File: config.mk
export PLATFORM = sky130hd
export DESIGN_NAME = load_store_unit_flat
export DESIGN_NICKNAME = d
export VERILOG_FILES = /design/src/rtl/lsu_pkg.sv /design/src/rtl/load_store_unit_if.sv /design/src/rtl/load_align.sv /design/src/rtl/load_store_unit.sv /design/src/flat_wrapper.sv
export SDC_FILE = /design/constraint.sdc
export NUM_CORES = 1
export LEC_CHECK = 0
export ABC_AREA = 1
export CORE_ASPECT_RATIO = 1.1
export CORE_MARGIN = 5
export CORE_UTILIZATION = 50
export CTS_CLUSTER_SIZE = 25
export DETAILED_ROUTE_END_ITERATION = 16
export PLACE_DENSITY = 0.79
export RECOVER_POWER = 100
export SYNTH_ARGS = -nofsm -noshare
export SYNTH_HDL_FRONTEND = slang
export SYNTH_HIERARCHICAL = 1
export SYNTH_SLANG_ARGS = --single-unit
File: constraint.sdc
create_clock -name clk -period 3.6 [get_ports clk]
set_input_delay 0.54 -clock clk [delete_from_list [all_inputs] [get_ports clk]]
set_output_delay 0.54 -clock clk [all_outputs]
set_load 0.02 [all_outputs]
File: src/rtl/lsu_pkg.sv
// Shared types and encodings for the load/store unit: FSM states, access sizes,
// RV32I funct3 codes and response fault codes.
package lsu_pkg;

    typedef enum logic [1:0] {
        ST_IDLE = 2'd0,
        ST_ACC1 = 2'd1,
        ST_ACC2 = 2'd2,
        ST_RESP = 2'd3
    } lsu_state_e;

    localparam logic [1:0] SEC_BYTE = 2'b00;
    localparam logic [1:0] SEC_HALF = 2'b01;
    localparam logic [1:0] SEC_WORD = 2'b10;

    localparam logic [2:0] F3_B  = 3'b000;
    localparam logic [2:0] F3_H  = 3'b001;
    localparam logic [2:0] F3_W  = 3'b010;
    localparam logic [2:0] F3_BU = 3'b100;
    localparam logic [2:0] F3_HU = 3'b101;

    localparam logic [1:0] FLT_OK  = 2'b00;
    localparam logic [1:0] FLT_MIS = 2'b01;
    localparam logic [1:0] FLT_OOR = 2'b10;
    localparam logic [1:0] FLT_ILL = 2'b11;

    // Registered view of an accepted request; only the fields needed after acceptance.
    typedef struct packed {
        logic       is_load;
        logic [2:0] f3;
        logic [1:0] off;
        logic       mis;
    } lsu_req_t;

    // Unsigned variants exist only for loads.
    function automatic logic f3_legal(input logic is_load, input logic [2:0] f3);
        case (f3)
            F3_B, F3_H, F3_W: f3_legal = 1'b1;
            F3_BU, F3_HU:     f3_legal = is_load;
            default:          f3_legal = 1'b0;
        endcase
    endfunction

    function automatic logic [2:0] f3_bytes(input logic [2:0] f3);
        case (f3[1:0])
            2'b00:   f3_bytes = 3'd1;
            2'b01:   f3_bytes = 3'd2;
            default: f3_bytes = 3'd4;
        endcase
    endfunction

endpackage

File: src/rtl/load_store_unit_if.sv
// Core-side request/response bus and memory-side access bus of the load/store unit.
interface lsu_core_if;
    logic        req_valid_i;
    logic        req_ready_o;
    logic        is_load_i;
    logic [2:0]  funct3_i;
    logic [31:0] addr_i;
    logic [31:0] wdata_i;
    logic        resp_valid_o;
    logic [31:0] rdata_o;
    logic [1:0]  fault_o;

    modport master (
        output req_valid_i, is_load_i, funct3_i, addr_i, wdata_i,
        input  req_ready_o, resp_valid_o, rdata_o, fault_o
    );
    modport slave (
        input  req_valid_i, is_load_i, funct3_i, addr_i, wdata_i,
        output req_ready_o, resp_valid_o, rdata_o, fault_o
    );
endinterface

interface lsu_mem_if;
    logic        mem_req_o;
    logic        memRW_o;
    logic [1:0]  dataSec_o;
    logic [31:0] addr_o;
    logic [31:0] dataW_o;
    logic        mem_ack_i;
    logic [31:0] data_i;

    modport master (
        output mem_req_o, memRW_o, dataSec_o, addr_o, dataW_o,
        input  mem_ack_i, data_i
    );
    modport slave (
        input  mem_req_o, memRW_o, dataSec_o, addr_o, dataW_o,
        output mem_ack_i, data_i
    );
endinterface

File: src/rtl/load_align.sv
// Extracts the addressed byte/half/word from a 32-bit read word and extends it.
module load_align
    import lsu_pkg::*;
(
    input  logic [31:0] data,
    input  logic [1:0]  offset,
    input  logic [2:0]  funct3,
    output logic [31:0] result
);

    logic [31:0] sh;
    assign sh = data >> {offset, 3'b000};

    always_comb begin
        case (funct3)
            F3_B:    result = {{24{sh[7]}}, sh[7:0]};
            F3_H:    result = {{16{sh[15]}}, sh[15:0]};
            F3_BU:   result = {24'b0, sh[7:0]};
            F3_HU:   result = {16'b0, sh[15:0]};
            default: result = sh;
        endcase
    end

endmodule

File: src/rtl/load_store_unit.sv
// RV32I load/store unit: accepts one request at a time, issues one or two memory
// accesses (misaligned loads are split into two word reads) and returns a response.
module load_store_unit
    import lsu_pkg::*;
#(
    parameter int ADDR_BITS = 11
) (
    input logic       clk,
    input logic       rst,
    lsu_core_if.slave core,
    lsu_mem_if.master mem
);

    lsu_state_e  st, st_n;
    lsu_req_t    rq, rq_n;
    logic [31:0] word0, word0_n;
    logic        mreq, mreq_n, mrw, mrw_n;
    logic [1:0]  msec, msec_n;
    logic [31:0] maddr, maddr_n, mdw, mdw_n;
    logic        rvld, rvld_n;
    logic [31:0] rdat, rdat_n;
    logic [1:0]  flt, flt_n;
    logic        done;

    // Acceptance-time decode
    logic [2:0]  nbytes;
    logic        mis_in, oor, mis_ld;
    logic [32:0] lim, last_b, word2;
    logic [31:0] wmask;
    logic [1:0]  flt_in;

    assign lim    = 33'd1 << ADDR_BITS;
    assign nbytes = f3_bytes(core.funct3_i);
    assign mis_in = (nbytes == 3'd2 && core.addr_i[0]) ||
                    (nbytes == 3'd4 && core.addr_i[1:0] != 2'b00);
    assign mis_ld = core.is_load_i && mis_in;
    assign last_b = {1'b0, core.addr_i} + 33'(nbytes) - 33'd1;
    assign word2  = {1'b0, core.addr_i[31:2], 2'b00} + 33'd4;
    // A split load touches the whole second word, so that word must be in range too.
    assign oor    = (last_b >= lim) || (mis_ld && word2 >= lim);

    always_comb begin
        case (nbytes)
            3'd1:    wmask = {24'b0, core.wdata_i[7:0]};
            3'd2:    wmask = {16'b0, core.wdata_i[15:0]};
            default: wmask = core.wdata_i;
        endcase
    end

    always_comb begin
        if (!f3_legal(core.is_load_i, core.funct3_i)) flt_in = FLT_ILL;
        else if (oor)                                 flt_in = FLT_OOR;
        else if (!core.is_load_i && mis_in)           flt_in = FLT_MIS;
        else                                          flt_in = FLT_OK;
    end

    // Split loads: the low word is held in word0, the pair shifted down by the offset.
    logic [31:0] merged, a_data, a_res;
    logic [1:0]  a_off;
    assign merged = 32'({mem.data_i, word0} >> {rq.off, 3'b000});
    assign a_data = rq.mis ? merged : mem.data_i;
    assign a_off  = rq.mis ? 2'b00 : rq.off;

    load_align u_align (
        .data   (a_data),
        .offset (a_off),
        .funct3 (rq.f3),
        .result (a_res)
    );

    always_comb begin
        st_n    = st;
        rq_n    = rq;
        word0_n = word0;
        mreq_n  = mreq;
        mrw_n   = mrw;
        msec_n  = msec;
        maddr_n = maddr;
        mdw_n   = mdw;
        rvld_n  = 1'b0;
        rdat_n  = rdat;
        flt_n   = flt;
        done    = 1'b0;
        case (st)
            ST_IDLE: begin
                if (core.req_valid_i) begin
                    rq_n = '{is_load: core.is_load_i, f3: core.funct3_i,
                             off: core.addr_i[1:0], mis: mis_ld};
                    if (flt_in != FLT_OK) begin
                        st_n   = ST_RESP;
                        rvld_n = 1'b1;
                        flt_n  = flt_in;
                        rdat_n = '0;
                    end else begin
                        st_n   = ST_ACC1;
                        mreq_n = 1'b1;
                        mrw_n  = core.is_load_i;
                        if (mis_ld) begin
                            msec_n  = SEC_WORD;
                            maddr_n = {core.addr_i[31:2], 2'b00};
                            mdw_n   = '0;
                        end else begin
                            msec_n  = core.funct3_i[1:0];
                            maddr_n = core.addr_i;
                            mdw_n   = core.is_load_i ? 32'd0 : wmask;
                        end
                    end
                end
            end
            ST_ACC1: begin
                if (mem.mem_ack_i) begin
                    if (rq.mis) begin
                        st_n    = ST_ACC2;
                        word0_n = mem.data_i;
                        maddr_n = maddr + 32'd4;
                    end else begin
                        done = 1'b1;
                    end
                end
            end
            ST_ACC2: if (mem.mem_ack_i) done = 1'b1;
            default: st_n = ST_IDLE;
        endcase
        if (done) begin
            st_n    = ST_RESP;
            rvld_n  = 1'b1;
            flt_n   = FLT_OK;
            rdat_n  = rq.is_load ? a_res : 32'd0;
            mreq_n  = 1'b0;
            mrw_n   = 1'b1;
            msec_n  = SEC_BYTE;
            maddr_n = '0;
            mdw_n   = '0;
        end
    end

    always_ff @(posedge clk) begin
        if (rst) begin
            st    <= ST_IDLE;
            rq    <= '0;
            word0 <= '0;
            mreq  <= 1'b0;
            mrw   <= 1'b1;
            msec  <= SEC_BYTE;
            maddr <= '0;
            mdw   <= '0;
            rvld  <= 1'b0;
            rdat  <= '0;
            flt   <= FLT_OK;
        end else begin
            st    <= st_n;
            rq    <= rq_n;
            word0 <= word0_n;
            mreq  <= mreq_n;
            mrw   <= mrw_n;
            msec  <= msec_n;
            maddr <= maddr_n;
            mdw   <= mdw_n;
            rvld  <= rvld_n;
            rdat  <= rdat_n;
            flt   <= flt_n;
        end
    end

    assign core.req_ready_o  = (st == ST_IDLE);
    assign core.resp_valid_o = rvld;
    assign core.rdata_o      = rdat;
    assign core.fault_o      = flt;
    assign mem.mem_req_o     = mreq;
    assign mem.memRW_o       = mrw;
    assign mem.dataSec_o     = msec;
    assign mem.addr_o        = maddr;
    assign mem.dataW_o       = mdw;

endmodule

File: src/flat_wrapper.sv
// flat-port wrapper written by rule: the top's interface ports become plain ports
module load_store_unit_flat import lsu_pkg::*;
#(
    parameter int ADDR_BITS = 11
)
  (clk, rst, core_req_valid_i, core_is_load_i, core_funct3_i, core_addr_i, core_wdata_i, core_req_ready_o, core_resp_valid_o, core_rdata_o, core_fault_o, mem_mem_req_o, mem_memRW_o, mem_dataSec_o, mem_addr_o, mem_dataW_o, mem_mem_ack_i, mem_data_i);
  lsu_core_if core_i ();
  lsu_mem_if mem_i ();
  input logic clk;
  input logic rst;
  input wire logic [$bits(core_i.req_valid_i)-1:0] core_req_valid_i;
  input wire logic [$bits(core_i.is_load_i)-1:0] core_is_load_i;
  input wire logic [$bits(core_i.funct3_i)-1:0] core_funct3_i;
  input wire logic [$bits(core_i.addr_i)-1:0] core_addr_i;
  input wire logic [$bits(core_i.wdata_i)-1:0] core_wdata_i;
  output wire logic [$bits(core_i.req_ready_o)-1:0] core_req_ready_o;
  output wire logic [$bits(core_i.resp_valid_o)-1:0] core_resp_valid_o;
  output wire logic [$bits(core_i.rdata_o)-1:0] core_rdata_o;
  output wire logic [$bits(core_i.fault_o)-1:0] core_fault_o;
  output wire logic [$bits(mem_i.mem_req_o)-1:0] mem_mem_req_o;
  output wire logic [$bits(mem_i.memRW_o)-1:0] mem_memRW_o;
  output wire logic [$bits(mem_i.dataSec_o)-1:0] mem_dataSec_o;
  output wire logic [$bits(mem_i.addr_o)-1:0] mem_addr_o;
  output wire logic [$bits(mem_i.dataW_o)-1:0] mem_dataW_o;
  input wire logic [$bits(mem_i.mem_ack_i)-1:0] mem_mem_ack_i;
  input wire logic [$bits(mem_i.data_i)-1:0] mem_data_i;
  assign core_i.req_valid_i = core_req_valid_i;
  assign core_i.is_load_i = core_is_load_i;
  assign core_i.funct3_i = core_funct3_i;
  assign core_i.addr_i = core_addr_i;
  assign core_i.wdata_i = core_wdata_i;
  assign core_req_ready_o = core_i.req_ready_o;
  assign core_resp_valid_o = core_i.resp_valid_o;
  assign core_rdata_o = core_i.rdata_o;
  assign core_fault_o = core_i.fault_o;
  assign mem_mem_req_o = mem_i.mem_req_o;
  assign mem_memRW_o = mem_i.memRW_o;
  assign mem_dataSec_o = mem_i.dataSec_o;
  assign mem_addr_o = mem_i.addr_o;
  assign mem_dataW_o = mem_i.dataW_o;
  assign mem_i.mem_ack_i = mem_mem_ack_i;
  assign mem_i.data_i = mem_data_i;
  load_store_unit #(.ADDR_BITS(ADDR_BITS)) u_core (.clk(clk), .rst(rst), .core(core_i), .mem(mem_i));
endmodule
Word level (Yosys, flattened, before mapping)
Cells that the tools add are included.

$add $sub $neg: 4. Order comparisons: 2. Eq/ne operators: 21. Shift-type cells: 2. Muxes and demuxes: 37. Bitwise logic cells: 1. Reductions and logical operators: 28.

Operator list (count): two-way mux 32 bit (12); case mux 32 bit (2 select lines) (2); case mux 32 bit (4 select lines) (1); >= comparator 33 x 12 -> 1 bit, second input constant (2); right shift 64 x 5 -> 32 bit (1); adder 32 x 3 -> 33 bit (1); adder 32 x 3 -> 33 bit, second input constant (1); subtractor 33 x 1 -> 33 bit, second input constant (1); adder 32 x 3 -> 32 bit, second input constant (1); right shift 32 x 5 -> 32 bit (1); two-way mux 2 bit (10); == test 3 bit, second input constant (5); AND reduction 3 bit (4); nonzero test 2 bit (6); == test 3 x 1 -> 1 bit, second input constant (3); two-way mux 1 bit (8); == test 3 x 2 -> 1 bit, second input constant (2); zero test 3 bit (2); inequality test 2 bit, second input constant (3); inequality test 3 x 2 -> 1 bit, second input constant (2); case mux 2 bit (3 select lines) (1); case mux 3 bit (2 select lines) (1); logical AND 1 bit (5); AND reduction 5 bit (1); 13 further kinds (19).

Register bits: 144. Output and inout bits: 104. Logic and storage cells: 109.

Depth between registers and ports, before layout
Depth in word-level cells: 15. Depth in mapped cells: 27. Gate-level depth less buffers: 26.

Modules after synthesis
The synthesis kept the hierarchy.

By module, submodules not included: load_store_unit (times used 1, cells each 1897, area each 11141.9 um2); load_align (times used 1, cells each 158, area each 920.9 um2).

Least setup slack after synthesis
No wires, ideal clock.

Path kind: input -> register. Start point: input port core_funct3_i[1]. End point: register u_core.mdw[19] (netlist: u_core/mem.dataW_o[19]). Library setup time: 128 ps. Data arrival time: 3400 ps. Required time: 3472 ps. Setup slack: 72 ps. Stages: 25. Cells stage by stage: clkbuf_1 -> nor2_1 -> inv_1 -> ha_1 -> inv_1 -> ha_1 -> inv_1 -> fa_1 -> nor2_1 -> o21ai_0 -> nand2_1 -> nand2_1 -> nand2_1 -> nand2_1 -> nand3_1 -> nand2_1 -> nor2_1 -> nand2_1 -> nor2_1 -> nand4_4 -> nor2_2 -> buf_2 -> nand2_1 -> o21ai_0 -> nor2_1.

Longest elaborated chain between the ends: 13. Elaborated cells on any way between the ends: 33. Classes of those cells: add/sub (2); order compare (1); eq/ne (8); mux (8); bitwise (1); reduce/logical (13).

RTL lines: start, declared (line flat_wrapper.sv:13) `input wire logic [$bits(core_i.funct3_i)-1:0] core_funct3_i;`; parallel branches: the longest is 13 deep, another holds adder 32 x 3 -> 33 bit; end signal, assigned (line load_store_unit.sv:158) `mdw <= mdw_n;`; end, declared (line load_store_unit.sv:19) `logic [31:0] maddr, maddr_n, mdw, mdw_n;`.

Several ways; the timed one is not identified. A chain may end at the register's enable or synchronous reset.

Final worst setup path
Start point: input port core_funct3_i[0]. End point: register u_core.mdw[6] (netlist: u_core/mem.dataW_o[6]).

Longest elaborated chain between the ends: 13. Elaborated cells on any way between the ends: 30. Classes of those cells: add/sub (2); order compare (1); eq/ne (7); mux (6); bitwise (1); reduce/logical (13).

RTL lines: parallel branches: the longest is 13 deep, another holds adder 32 x 3 -> 33 bit.

Several ways; the timed one is not identified.

==> results.cfg <==
[outcome]
status = finished, final reports clean

[power]
max-vdd-ir-drop_mv = 0.378
leakage_nw = 7.91
p_per_area_nw_per_um2 = 463
power_mw = 7.58

[global_route]
gr-max-usage-layer = met2
met3_usage_pct = 4.15
grt_antenna_before_repair = 0
grt_pass1_wl_um = 67000
grt.total_usage_pct = 29.8
grt_use_met2_pct = 51.8
grt_start_max_net_pins = 65
grtUsageMet1_pct = 36.1
grt_pass1_vias = 13600
overflow = 0

[finish]
final_cells = 2669
fill_cells = 2004
post-route-util_pct = 69.1
area_growth_pct = 35.8
drive_above_1_share_pct = 12.4
layout.nets = 2523
post-route-cell-area_um2 = 16400

[drt]
via_per_inst = 5.51
dr.pass1.iters = 8
drt-total-wl_um = 43500
drtIter0Drc = 1396
ant_nets = 0
vias = 14700
drc_errors = 0
wl_per_cell_um = 16.3

[timing]
max_freq_mhz = 284
post-route-period-util_pct = 97.8
setup_viol = 0
whs_ns = 0.451
max-slew-margin-rel_pct = 29.9
finalWorstSetupSlack_ns = 0.0809
clock-skew-final_ns = 0.0191
maxSlewViolCount = 0
hold_viol = 0
post-route-min-period_ns = 3.52
worst_slew_pin_slew_ns = 1.05
fin_setup_tns_ns = 0

[job]
maxCapViolCount = 0

[clock_tree]
cts_tree = done
clk_latency_ns = 0.43
cts_made_buffers = 17
h-tree-depth = 4
clock_path_buffers = 2
clock-sinks = 144
clk_pin_slew_ns = 0.08
cts_hold_buf = 0
root_buffer = clkbuf_16

[place]
port_buffers = 207
placed_cell_area_um2 = 15200
pre_cts_ws_ns = -0.700
dp.cells = 2609
hpwl_um = 31700
globalplace.congestion = 0.971

[die]
dieHeight_um = 173
pin_count = 208
initial_core_util_pct = 50.9
die-width_um = 158
die-area_um2 = 27300
rows = 59
coreArea_um2 = 23700

[yosys]
synth_seq_area_share_pct = 23.9
ys_types = 42
ys_seq_elements = 144
synth_area_per_cell_um2 = 5.87
async_flop_share_pct = 0
synth_flop_cell = dfxtp_1
syn_nets = 2228
syn-cell-area_um2 = 12100
ys_warn_count = 6
synth_edf_count = 0
synth_cells = 2055

[setup_path]
required_ns = 3.96
critPathMaxFanout = 8
critPathKind = input pin to flip-flop
reg2reg_from = u_core/mem.addr_o[2]$_SDFFE_PP0P_
rrSetupSlack_ns = 0.71
critPathCaptureType = flip-flop
cp.arrival_ns = 3.88
reg2reg_depth = 15
rr_endpoint = u_core/mem.addr_o[28]$_SDFFE_PP0P_
start_kind = input pin

[worst_hold_path]
min_from = u_core/word0[5]$_SDFFE_PP0P_
hp-class = flip-flop to flip-flop
holdPathEnd = u_core/word0[5]$_SDFFE_PP0P_
hold_depth = 2
[how the worst max path moves through the flow]
stage / startpoint / endpoint / slack [ns] / depth (start not counted)
floorplan: core_funct3_i[1] / u_core/mem.dataW_o[19]$_SDFFE_PP0P_ / 0.07 / 25
global placement: core_funct3_i[0] / u_core/core.fault_o[0]$_SDFFE_PP0P_ / -0.60 / 28
detailed placement: core_funct3_i[0] / u_core/core.rdata_o[9]$_SDFFE_PP0P_ / -0.70 / 27
CTS: core_funct3_i[0] / u_core/mem.dataW_o[11]$_SDFFE_PP0P_ / 0.01 / 29
global route: core_addr_i[14] / u_core/mem.dataW_o[25]$_SDFFE_PP0P_ / -0.02 / 23
finish: core_funct3_i[0] / u_core/mem.dataW_o[6]$_SDFFE_PP0P_ / 0.08 / 28
[cells in the mapped netlist, types with 3 or more instances]
library cell | instances | area, um2
nand2_1 | 561 | 2110
inv_1 | 299 | 1120
nor2_1 | 214 | 803
a21oi_1 | 171 | 856
o21ai_0 | 167 | 836
dfxtp_1 | 144 | 2880
nand3_1 | 137 | 686
ha_1 | 68 | 851
clkbuf_1 | 64 | 240
nand4_1 | 39 | 244
xor2_1 | 34 | 298
o211ai_1 | 29 | 218
buf_2 | 21 | 105
nor3_1 | 19 | 95.1
nand3_2 | 18 | 180
a22oi_1 | 8 | 60.1
nand3b_1 | 7 | 52.6
buf_1 | 5 | 18.8
nand2_2 | 5 | 31.3
nor2_2 | 5 | 31.3
a31oi_1 | 4 | 25.0
buf_6 | 3 | 33.8
clkinv_1 | 3 | 11.3
nor2_4 | 3 | 33.8
o21bai_1 | 3 | 22.5
[registers in the layout (all words and copies together) (netlist names)]
name and cells:
u_core/word0 32, u_core/mem.memRW_o 1, u_core/st 2, u_core/rq 7, u_core/mem.dataW_o 32, u_core/core.resp_valid_o 1
u_core/core.fault_o 2, u_core/mem.mem_req_o 1, u_core/core.rdata_o 32, u_core/mem.addr_o 32, u_core/mem.dataSec_o 2
[cell usage in the layout (no fill, tap or decap), types with 6 or more instances in the layout]
cell / netlist / final
a21oi_1: 171 / 162
a21oi_2: 0 / 9
a22oi_1: 8 / 7
buf_12: 0 / 8
buf_4: 2 / 142
clkbuf_16: 0 / 19
clkdlybuf4s50_1: 0 / 84
dfxtp_1: 144 / 142
dlygate4sd3_1: 0 / 105
dlymetal6s2s_1: 0 / 13
ha_1: 68 / 58
inv_1: 299 / 298
nand2_1: 561 / 552
nand2_2: 5 / 14
nand3_1: 137 / 134
nand3_2: 18 / 20
nand3b_1: 7 / 7
nand4_1: 39 / 39
nor2_1: 214 / 195
nor2_2: 5 / 19
nor2_4: 3 / 8
nor3_1: 19 / 18
o211ai_1: 29 / 29
o21ai_0: 167 / 161
o21ai_1: 0 / 6
xor2_1: 34 / 34
[worst max-delay path, stage by stage]
cell and delay [ns]:
clkbuf_2 0.10, inv_2 0.05, nor2_4 0.10, inv_1 0.06, clkbuf_4 0.13, buf_4 0.12, buf_4 0.12, buf_4 0.12
clkbuf_4 0.12, buf_4 0.12, buf_4 0.12, buf_4 0.12, buf_4 0.12, clkbuf_4 0.13, ha_1 0.19, a22oi_2 0.22
nor2_2 0.09, nand2_1 0.09, nand2_1 0.08, nor2_4 0.14, nand4_4 0.10, clkbuf_1 0.14, buf_4 0.14, nor2_4 0.14
buf_12 0.13, buf_16 0.11, nand2_1 0.06, a21oi_1 0.16
[cell type report]
| type | count | area, um2 | share of cell area, % |
|---|---|---|---|
| multi-input cells | 1509 | 7830 | 47.8 |
| inverters | 306 | 1160 | 7.07 |
| flip-flops and latches | 144 | 2890 | 17.6 |
| repair buffers | 372 | 3530 | 21.6 |
| diodes | 1 | 2.50 | 0.0153 |
| clock inverters | 14 | 161 | 0.985 |
| well taps | 305 | 382 | 2.33 |
| clock buffers | 18 | 429 | 2.62 |
[metal layers]
layer	share of wire [%]	vias to the layer above
met5	0	-
met4	5.0	0
met3	7.2	131
met2	49	669
met1	39	6742
li1	-	7168
[report_power, final]
| part | internal (mW) | switching, mW |
|---|---|---|
| clock | 0.991 | 0.811 |
| combinational | 1.33 | 2.42 |
| sequential | 1.79 | 0.232 |
| total | 4.12 | 3.47 |
[logic make-up (layout without fill, tap and decap cells)]
family,after synthesis,in the layout,synth area share [%]
compound gates,389,389,17.1
xor+xnor,34,34,2.47
fa+ha+maj,69,69,7.22
buf+inv,402,710,13.2
flops,144,144,23.9
other cells,0,1,0
simple gates,1017,1017,36.1
[repair_timing]
action                                  in CTS  in global routing
cloned                                       3                  4
resized for setup                           22                 72
pin swaps                                   11                 11
endpoints found under the setup margin     104                104
buffers inserted                            16                  4
Note: power is estimated with default switching activity, not from simulation.
